`config.mk`:
```
export PLATFORM = sky130hd
export DESIGN_NAME = ps2_device_tx
export DESIGN_NICKNAME = d
export VERILOG_FILES = /design/src/rtl/ps2_device_tx.sv
export SDC_FILE = /design/constraint.sdc
export NUM_CORES = 1
export LEC_CHECK = 0
export CAP_MARGIN = 25
export CORE_AREA = 3 3 133 135
export CTS_CLUSTER_DIAMETER = 150
export DETAILED_ROUTE_END_ITERATION = 8
export DIE_AREA = 0 0 136 138
export PLACE_DENSITY = 0.72
export SLEW_MARGIN = 20
export SYNTH_ARGS = -nofsm -noshare
export SYNTH_HDL_FRONTEND = slang
export SYNTH_SLANG_ARGS = --single-unit
```
`constraint.sdc`:
```
create_clock -name clk -period 2.4 [get_ports clk]
set_input_delay 0.72 -clock clk [delete_from_list [all_inputs] [get_ports clk]]
set_output_delay 0.72 -clock clk [all_outputs]
set_load 0.02 [all_outputs]
```
`src/rtl/ps2_device_tx.sv`:
```
// ps2_device_tx: device-side PS/2 transmitter. A byte FIFO feeds an 11-bit frame serialiser on ps2_clk/ps2_data.
// Defining PS2_HOST_INHIBIT_EN enables host-inhibit sensing on host_clk_in (hold-off and abort/resend).
module ps2_device_tx #(
  parameter int HALF_PERIOD = 1280,
  parameter int FIFO_DEPTH  = 16,
  parameter int GAP_CYCLES  = 2560
) (
  input  logic                        clk,
  input  logic                        reset,
  input  logic [7:0]                  din,
  input  logic                        din_valid,
  output logic                        din_ready,
  output logic [$clog2(FIFO_DEPTH):0] fifo_count,
  output logic                        busy,
  output logic                        ps2_clk,
  output logic                        ps2_data,
  input  logic                        host_clk_in,
  output logic [2:0]                  dbg_state
);
  // Handshake: din is taken on every clk edge where din_valid && din_ready. din_ready is
  // registered and depends only on the fill level; a byte offered while it is low is lost.

  localparam int AW   = $clog2(FIFO_DEPTH);
  localparam int MAXC = (HALF_PERIOD > GAP_CYCLES) ? HALF_PERIOD : GAP_CYCLES;
  localparam int CW   = $clog2(MAXC) + 1;
  localparam logic [CW-1:0] HP_LOAD  = CW'(HALF_PERIOD - 1);
  localparam logic [CW-1:0] GAP_LOAD = CW'(GAP_CYCLES - 1);
  localparam logic [CW-1:0] CNT_DEC  = CW'(1);
  localparam logic [AW:0]   FULL     = (AW+1)'(FIFO_DEPTH);
  localparam logic [AW:0]   CNT_ONE  = (AW+1)'(1);
  localparam logic [AW-1:0] PTR_ONE  = AW'(1);

  typedef enum logic [2:0] {
    S_IDLE  = 3'd0,
    S_LOAD  = 3'd1,
    S_SETUP = 3'd2,
    S_LOW   = 3'd3,
    S_GAP   = 3'd4
  } state_t;

  logic [7:0]    r_mem [FIFO_DEPTH];
  logic [AW-1:0] r_wr_ptr;
  logic [AW-1:0] r_rd_ptr;
  logic [AW:0]   r_count;
  logic [AW:0]   w_count_next;
  logic          r_ready;
  logic          w_push;
  logic          w_pop;

  state_t        r_state;
  logic [CW-1:0] r_cnt;
  logic [3:0]    r_bit;
  logic [9:0]    r_shift;
  logic          r_clk;
  logic          r_data;
  logic [7:0]    w_head;
  logic [10:0]   w_frame;
  logic          w_hs;
  logic          w_start_ok;
  logic          w_abort;

  assign w_push  = din_valid && r_ready;
  assign w_pop   = (r_state == S_LOW) && (r_cnt == '0) && (r_bit == 4'd10);
  assign w_head  = r_mem[r_rd_ptr];
  assign w_frame = {1'b1, ~^w_head, w_head, 1'b0};

  always_comb begin
    w_count_next = r_count;
    if (w_push && !w_pop)      w_count_next = r_count + CNT_ONE;
    else if (!w_push && w_pop) w_count_next = r_count - CNT_ONE;
  end

  always_ff @(posedge clk) begin
    if (reset) begin
      r_wr_ptr <= '0;
      r_rd_ptr <= '0;
      r_count  <= '0;
      r_ready  <= 1'b1;
    end else begin
      if (w_push) r_wr_ptr <= r_wr_ptr + PTR_ONE;
      if (w_pop)  r_rd_ptr <= r_rd_ptr + PTR_ONE;
      r_count <= w_count_next;
      r_ready <= (w_count_next != FULL);
    end
  end

  always_ff @(posedge clk) begin
    if (w_push) r_mem[r_wr_ptr] <= din;
  end

`ifdef PS2_HOST_INHIBIT_EN
  localparam int HW = $clog2(HALF_PERIOD + 1);
  localparam logic [HW-1:0] HS_FULL = HW'(HALF_PERIOD);
  localparam logic [HW-1:0] HS_INC  = HW'(1);

  logic [1:0]    r_hs_sync;
  logic [HW-1:0] r_hs_cnt;

  // Saturating count of consecutive synchronised-high cycles gates the start of a frame.
  always_ff @(posedge clk) begin
    if (reset) begin
      r_hs_sync <= 2'b00;
      r_hs_cnt  <= '0;
    end else begin
      r_hs_sync <= {r_hs_sync[0], host_clk_in};
      if (!r_hs_sync[1])           r_hs_cnt <= '0;
      else if (r_hs_cnt != HS_FULL) r_hs_cnt <= r_hs_cnt + HS_INC;
    end
  end

  assign w_hs       = r_hs_sync[1];
  assign w_start_ok = (r_hs_cnt == HS_FULL);
`else
  logic w_unused_host_clk;
  assign w_unused_host_clk = host_clk_in;
  assign w_hs              = 1'b1;
  assign w_start_ok        = 1'b1;
`endif

  // Bit 10 and the gap are never aborted: once the stop bit is on the wire the byte is delivered.
  assign w_abort = !w_hs && (r_bit <= 4'd9);

  always_ff @(posedge clk) begin
    if (reset) begin
      r_state <= S_IDLE;
      r_cnt   <= '0;
      r_bit   <= '0;
      r_shift <= '1;
      r_clk   <= 1'b1;
      r_data  <= 1'b1;
    end else begin
      case (r_state)
        S_IDLE: begin
          if (r_count != '0 && w_start_ok) r_state <= S_LOAD;
        end
        S_LOAD: begin
          r_shift <= w_frame[10:1];
          r_bit   <= 4'd0;
          r_data  <= w_frame[0];
          r_clk   <= 1'b1;
          r_cnt   <= HP_LOAD;
          r_state <= S_SETUP;
        end
        S_SETUP: begin
          if (w_abort) begin
            r_clk   <= 1'b1;
            r_data  <= 1'b1;
            r_state <= S_IDLE;
          end else if (r_cnt == '0) begin
            r_clk   <= 1'b0;
            r_cnt   <= HP_LOAD;
            r_state <= S_LOW;
          end else begin
            r_cnt <= r_cnt - CNT_DEC;
          end
        end
        S_LOW: begin
          if (r_cnt == '0) begin
            r_clk <= 1'b1;
            if (r_bit == 4'd10) begin
              r_data  <= 1'b1;
              r_cnt   <= GAP_LOAD;
              r_state <= S_GAP;
            end else begin
              r_bit   <= r_bit + 4'd1;
              r_data  <= r_shift[0];
              r_shift <= {1'b1, r_shift[9:1]};
              r_cnt   <= HP_LOAD;
              r_state <= S_SETUP;
            end
          end else begin
            r_cnt <= r_cnt - CNT_DEC;
          end
        end
        S_GAP: begin
          // Going straight to LOAD keeps back-to-back frames exactly one frame time apart.
          if (r_cnt == '0) begin
            if (r_count != '0 && w_start_ok) r_state <= S_LOAD;
            else                             r_state <= S_IDLE;
          end else begin
            r_cnt <= r_cnt - CNT_DEC;
          end
        end
        default: begin
          r_clk   <= 1'b1;
          r_data  <= 1'b1;
          r_state <= S_IDLE;
        end
      endcase
    end
  end

  assign din_ready  = r_ready;
  assign fifo_count = r_count;
  assign busy       = (r_state != S_IDLE) || (r_count != '0);
  assign ps2_clk    = r_clk;
  assign ps2_data   = r_data;
  assign dbg_state  = r_state;

endmodule

```
== Word level (Yosys, flattened, before mapping) ==
Memories as Yosys holds them, arrays and structs flattened. A register that Yosys moved wholly into a read port is not among the register bits.
Cells that the tools add are included.

* Reduce and logical (&&, ||, !) cells: 22
* Bitwise logic cells: 2
* $add $sub $neg: 6
* Eq/ne operators: 12
* Multiplexer cells: 30

{| class="wikitable"
|+ Operators by type and width
! operator !! number
|-
| $pmux 13 s4 || 1
|-
| $mux 13 || 3
|-
| $mux 10 || 2
|-
| $pmux 10 s2 || 1
|-
| $mux 4 || 4
|-
| $mux 3 || 5
|-
| $pmux 3 s5 || 1
|-
| $logic_not 13->1 || 1
|-
| $sub 13x1->13 const B || 1
|-
| $add 4x1->4 const B || 3
|-
| $mux 12 || 1
|-
| $mux 5 || 2
|-
| $ne 2x2->1 const B || 5
|-
| $pmux 4 s2 || 1
|-
| $reduce_xnor 8->1 || 1
|-
| $mux 1 || 7
|-
| $eq 3x2->1 const B || 2
|-
| $pmux 1 s3 || 2
|-
| $reduce_and 3->1 || 2
|-
| $add 5x1->5 const B || 1
|-
| $logic_and 1x1->1 || 5
|-
| $ne 5x5->1 const B || 1
|-
| $reduce_bool 5->1 || 1
|-
| $sub 5x1->5 const B || 1
|-
| 15 further kinds || 18
|}

* Output and inout port bits: 12
* Bits of input ports: 12
* Word-level logic and storage cells: 83
* RAM bits: 128
* Memories kept: 1
* Flip-flop bits (word level): 46

{| class="wikitable"
|+ Memory list
! memory !! depth !! width !! rd ports !! clocked after memory_dff !! wr ports !! line !! source
|-
| r_mem || 16 || 8 || 1 || 1 || 1 || 41 || <nowiki>logic [7:0] r_mem [FIFO_DEPTH];</nowiki>
|}

== Longest topological paths before layout ==
* Depth after elaboration: 7
* Depth in mapped cells: 10
* Mapped depth without buffers: 9

== Least setup slack after synthesis ==
OpenSTA, ideal clock, no wires.

* Kind: input -> register
* From: input port din_valid
* To: memory r_mem[3][0] (enable)
* Slack: 129 ps
* Stages: 4
* Arrival: 1888 ps
* Path buffers: 1
* Required time: 2017 ps
* Setup time: 383 ps
* Path through: and2_1 -> clkbuf_1 -> nand2_1 -> nor3_1

* Longest elaborated chain between the ends: 3

{| class="wikitable"
|+ Ends and longest elaborated chain
! item !! line !! source
|-
| start, declared || 11 || <nowiki>input logic din_valid,</nowiki>
|-
| $logic_and 1x1->1 || 62 || <nowiki>assign w_push = din_valid && r_ready;</nowiki>
|-
| $mux 1 || 88 || <nowiki>if (w_push) r_mem[r_wr_ptr] <= din;</nowiki>
|-
| $mux 1 (not written as such) || 88 ||
|-
| end, declared || 41 ||
|}

Every way passes these cells.

== Worst setup path in the final report ==
* From: register r_count[1], in the netlist fifo_count[1]
* To: output port busy

* Longest elaborated chain between the ends: 2

{| class="wikitable"
|+ Ends and longest elaborated chain
! item !! line !! source
|-
| start, declared || 44 || <nowiki>logic [AW:0] r_count;</nowiki>
|-
| start signal, assigned || 82 || <nowiki>r_count <= w_count_next;</nowiki>
|-
| $reduce_bool 5->1 || 195 || <nowiki>assign busy = (r_state != S_IDLE) || (r_count != '0);</nowiki>
|-
| $logic_or 1x1->1 || 195 ||
|-
| end, declared || 14 || <nowiki>output logic busy,</nowiki>
|}

Every way passes these cells.

==> results.toml <==
[clock_tree]
cts-hold-fix-buffers = 0
cts_tree = "yes"
insertion_delay_ns = 0.43
clkTransAtPathRegs_ns = 0.07
htree_levels = 4
cts_buffers = 17
clockRootBuffer = "clkbuf_16"
cts.sinks = 177
clock_path_buffers = 2

[place]
finalWeightedCongestion = 0.848
dp_cells = 778
pre_cts_ws_ns = -0.278
placed_cell_area_um2 = 8180
port_buffers = 22
hpwl_um = 9650

[layout]
insertedDiodeCount = 0
area_growth_pct = 20.9
nets = 606
drive_gt1_share_pct = 24.5
final_cell_area_um2 = 8950
final_cell_count_no_fill = 817

[detailed_routing]
dr.pass1.iters = 5
wl_met1_um = 6040
initialDrtViolationCount = 445
wl_um = 14700
wl_per_cell_um = 18.0
dr_wl_met2_um = 7500
drc = 0
top_layer_used = "met4"
wl_met3_um = 851
viasPerCell = 5.59
antenna_left = 0
num_vias = 4568

[synthesis]
synth-main-ff-cell = "edfxtp_1"
synthesis.nets = 529
synthArstFlopShare_pct = 0
yosysUniqueCellTypes = 54
avgSynthCellArea_um2 = 14.6
ys_seq_elements = 177
synth_cells = 507
ys_warn_count = 0
netlist_area_um2 = 7400
synth-edff-count = 128
ys_seq_area_share_pct = 65.2

[worst_setup_path]
critPathKind = "reg -> out"
cp.arrival_ns = 1.78
crit_fanout = 2
required_ns = 1.68
startpoint = "fifo_count[1]"
start_kind = "flop"
cp-end-kind = "primary output"
rr_worst_depth = 8

[worst_hold_path]
hold_path.class = "reg -> reg"
holdPathStages = 2
hp-start = "r_shift[3]"

[job]
cap_violations = 0

[sta]
layout_setup_ws_ns = -0.103
fin_skew_ns = 0.0132
whs_ns = 0.488
maxSlewViolCount = 0
finalHoldViolCount = 0
finalCritPeriodShare_pct = 104
post-route-min-period_ns = 2.50
maxSlewHeadroom_pct = 58.5
max_freq_ghz = 0.400
setup_viol = 2
worst-slew-pin-transition_ns = 0.618
grt_setup_unrepaired = "yes"
fin_setup_tns_ns = -0.114

[floorplan]
ioPinCount = 24
die_x_um = 136
die_h_um = 138
die_area_um2 = 18800
core_area_um2 = 16600
fp-row-count = 47
initial_core_util_pct = 44.6

[grt]
track_usage_pct = 16.1
grt_pass1_vias = 4636
grt_pass1_wl_um = 23600
grt_max_degree = 40
antenna_found_initial = 0
grt-ovfl-total = 0

[power_and_ir_drop]
vdd_ir_drop_max_mv = 0.548
power_density_nw_per_um2 = 863
total_leakage_power_uw = 0.00311

[outcome]
violations = "negative setup slack"
status = "complete, but fails checks"
[synth_stat cells, types with 4 or more instances]
cell | instances | area share [%]
nand4_1 | 4 | 0.34
a211oi_1 | 7 | 0.71
mux2i_1 | 10 | 1.4
or3_1 | 6 | 0.51
nor2_1 | 50 | 2.5
edfxtp_1 | 128 | 52
nand2b_1 | 4 | 0.34
ha_1 | 10 | 1.7
a311oi_1 | 7 | 0.83
nor2b_1 | 4 | 0.34
mux4_2 | 22 | 6.7
mux4_1 | 10 | 3.6
inv_1 | 12 | 0.61
and2_1 | 5 | 0.42
a21oi_1 | 13 | 0.88
nand3_1 | 6 | 0.41
xor2_1 | 7 | 0.83
a22oi_1 | 16 | 1.6
clkbuf_1 | 12 | 0.61
o21ai_0 | 7 | 0.47
nor3_1 | 12 | 0.81
o211ai_1 | 9 | 0.91
nand2_1 | 45 | 2.3
xnor2_1 | 12 | 1.4
dfxtp_1 | 49 | 13
[final timing paths]
check | end | slack (ns)
max | busy | -0.10
min | r_shift[3] | 0.49
max reg2reg | r_shift[8] | 0.12
min reg2reg | r_shift[3] | 0.49
[stage by stage]
| stage | util [%] | total power [µW] |
|---|---|---|
| global route | 53.9 | 8070 |
| global placement | 49.3 | 4890 |
| detailed placement | 49.3 | 4960 |
| finish | 53.9 | 7720 |
| floorplan | - | 4520 |
| CTS | 53.1 | 7680 |
[critical path, stage by stage (launching register included)]
cell and delay [ns]:
dfxtp_2 0.33, inv_2 0.06, ha_4 0.13, nand2_2 0.04, or2_4 0.24, or4_4 0.41, buf_6 0.15
[metal layers]
layer  vias up  global-route usage, %
met1      2280                   20.8
met4         0                   6.37
met2       149                   26.5
met5         -                      0
li1       2114                      -
met3        25                   3.49
[sequential cells by signal, summed over array words and instances, names as in the netlist, named ones only]
register,flops
dbg_state,3
din_ready,1
fifo_count,5
ps2_clk,1
ps2_data,1
r_bit,4
r_cnt,13
r_mem,128
r_rd_ptr,4
r_shift,9
r_wr_ptr,4
[what timing repair did]
action / in CTS / in global routing
gates cloned: 0 / 1
hold endpoints to repair: 0 / 0
pin swaps: 2 / 8
gates resized for setup: 18 / 17
buffers inserted: 0 / 6
endpoints found under the setup margin: 5 / 11
[area by class of cell]
class | count | area [µm²]
clock buffers | 17 | 425
clock inverters | 15 | 161
fillers | 1319 | 7640
inverters | 12 | 45.0
multi-input cells | 293 | 2470
flip-flops and latches | 177 | 4830
well taps | 220 | 275
repair buffers | 83 | 738
[layout by cell type, fill, tap and decap left out, drive strengths merged, types with 3 or more instances in the layout]
master | synthesis | final
a211oi | 7 | 7
a21oi | 13 | 13
a22oi | 16 | 16
a311oi | 7 | 7
a31oi | 3 | 3
and2 | 5 | 5
buf | 10 | 61
clkbuf | 13 | 18
clkdlybuf4s50 | 0 | 21
clkinv | 0 | 8
dfxtp | 49 | 49
edfxtp | 128 | 128
ha | 10 | 10
inv | 12 | 19
mux2i | 10 | 10
mux4 | 32 | 32
nand2 | 45 | 45
nand2b | 4 | 4
nand3 | 6 | 6
nand4 | 5 | 5
nor2 | 50 | 50
nor2b | 4 | 4
nor3 | 13 | 13
o211ai | 9 | 9
o21ai | 8 | 8
or3 | 6 | 6
or4 | 3 | 3
xnor2 | 12 | 12
xor2 | 7 | 7
[report_power, final]
part | switching (µW) | internal, µW | total (µW)
combinational | 785 | 653 | 1440
sequential | 156 | 3460 | 3610
clock | 1280 | 1390 | 2670
total | 2220 | 5500 | 7720
[cells by family (layout without fill, tap and decap cells)]
logic type,after synthesis,count (layout),share of synthesized area [%]
and+or+nand+nor,150,150,9.65
buffers and inverters,37,127,2.84
adders and majority gates,10,10,1.69
xor gates and xnor gates,19,19,2.25
muxes,42,42,11.6
DFF,177,177,65.2
AOI/OAI and AO/OA,72,72,6.78
Power figures use the tool's default switching activity.
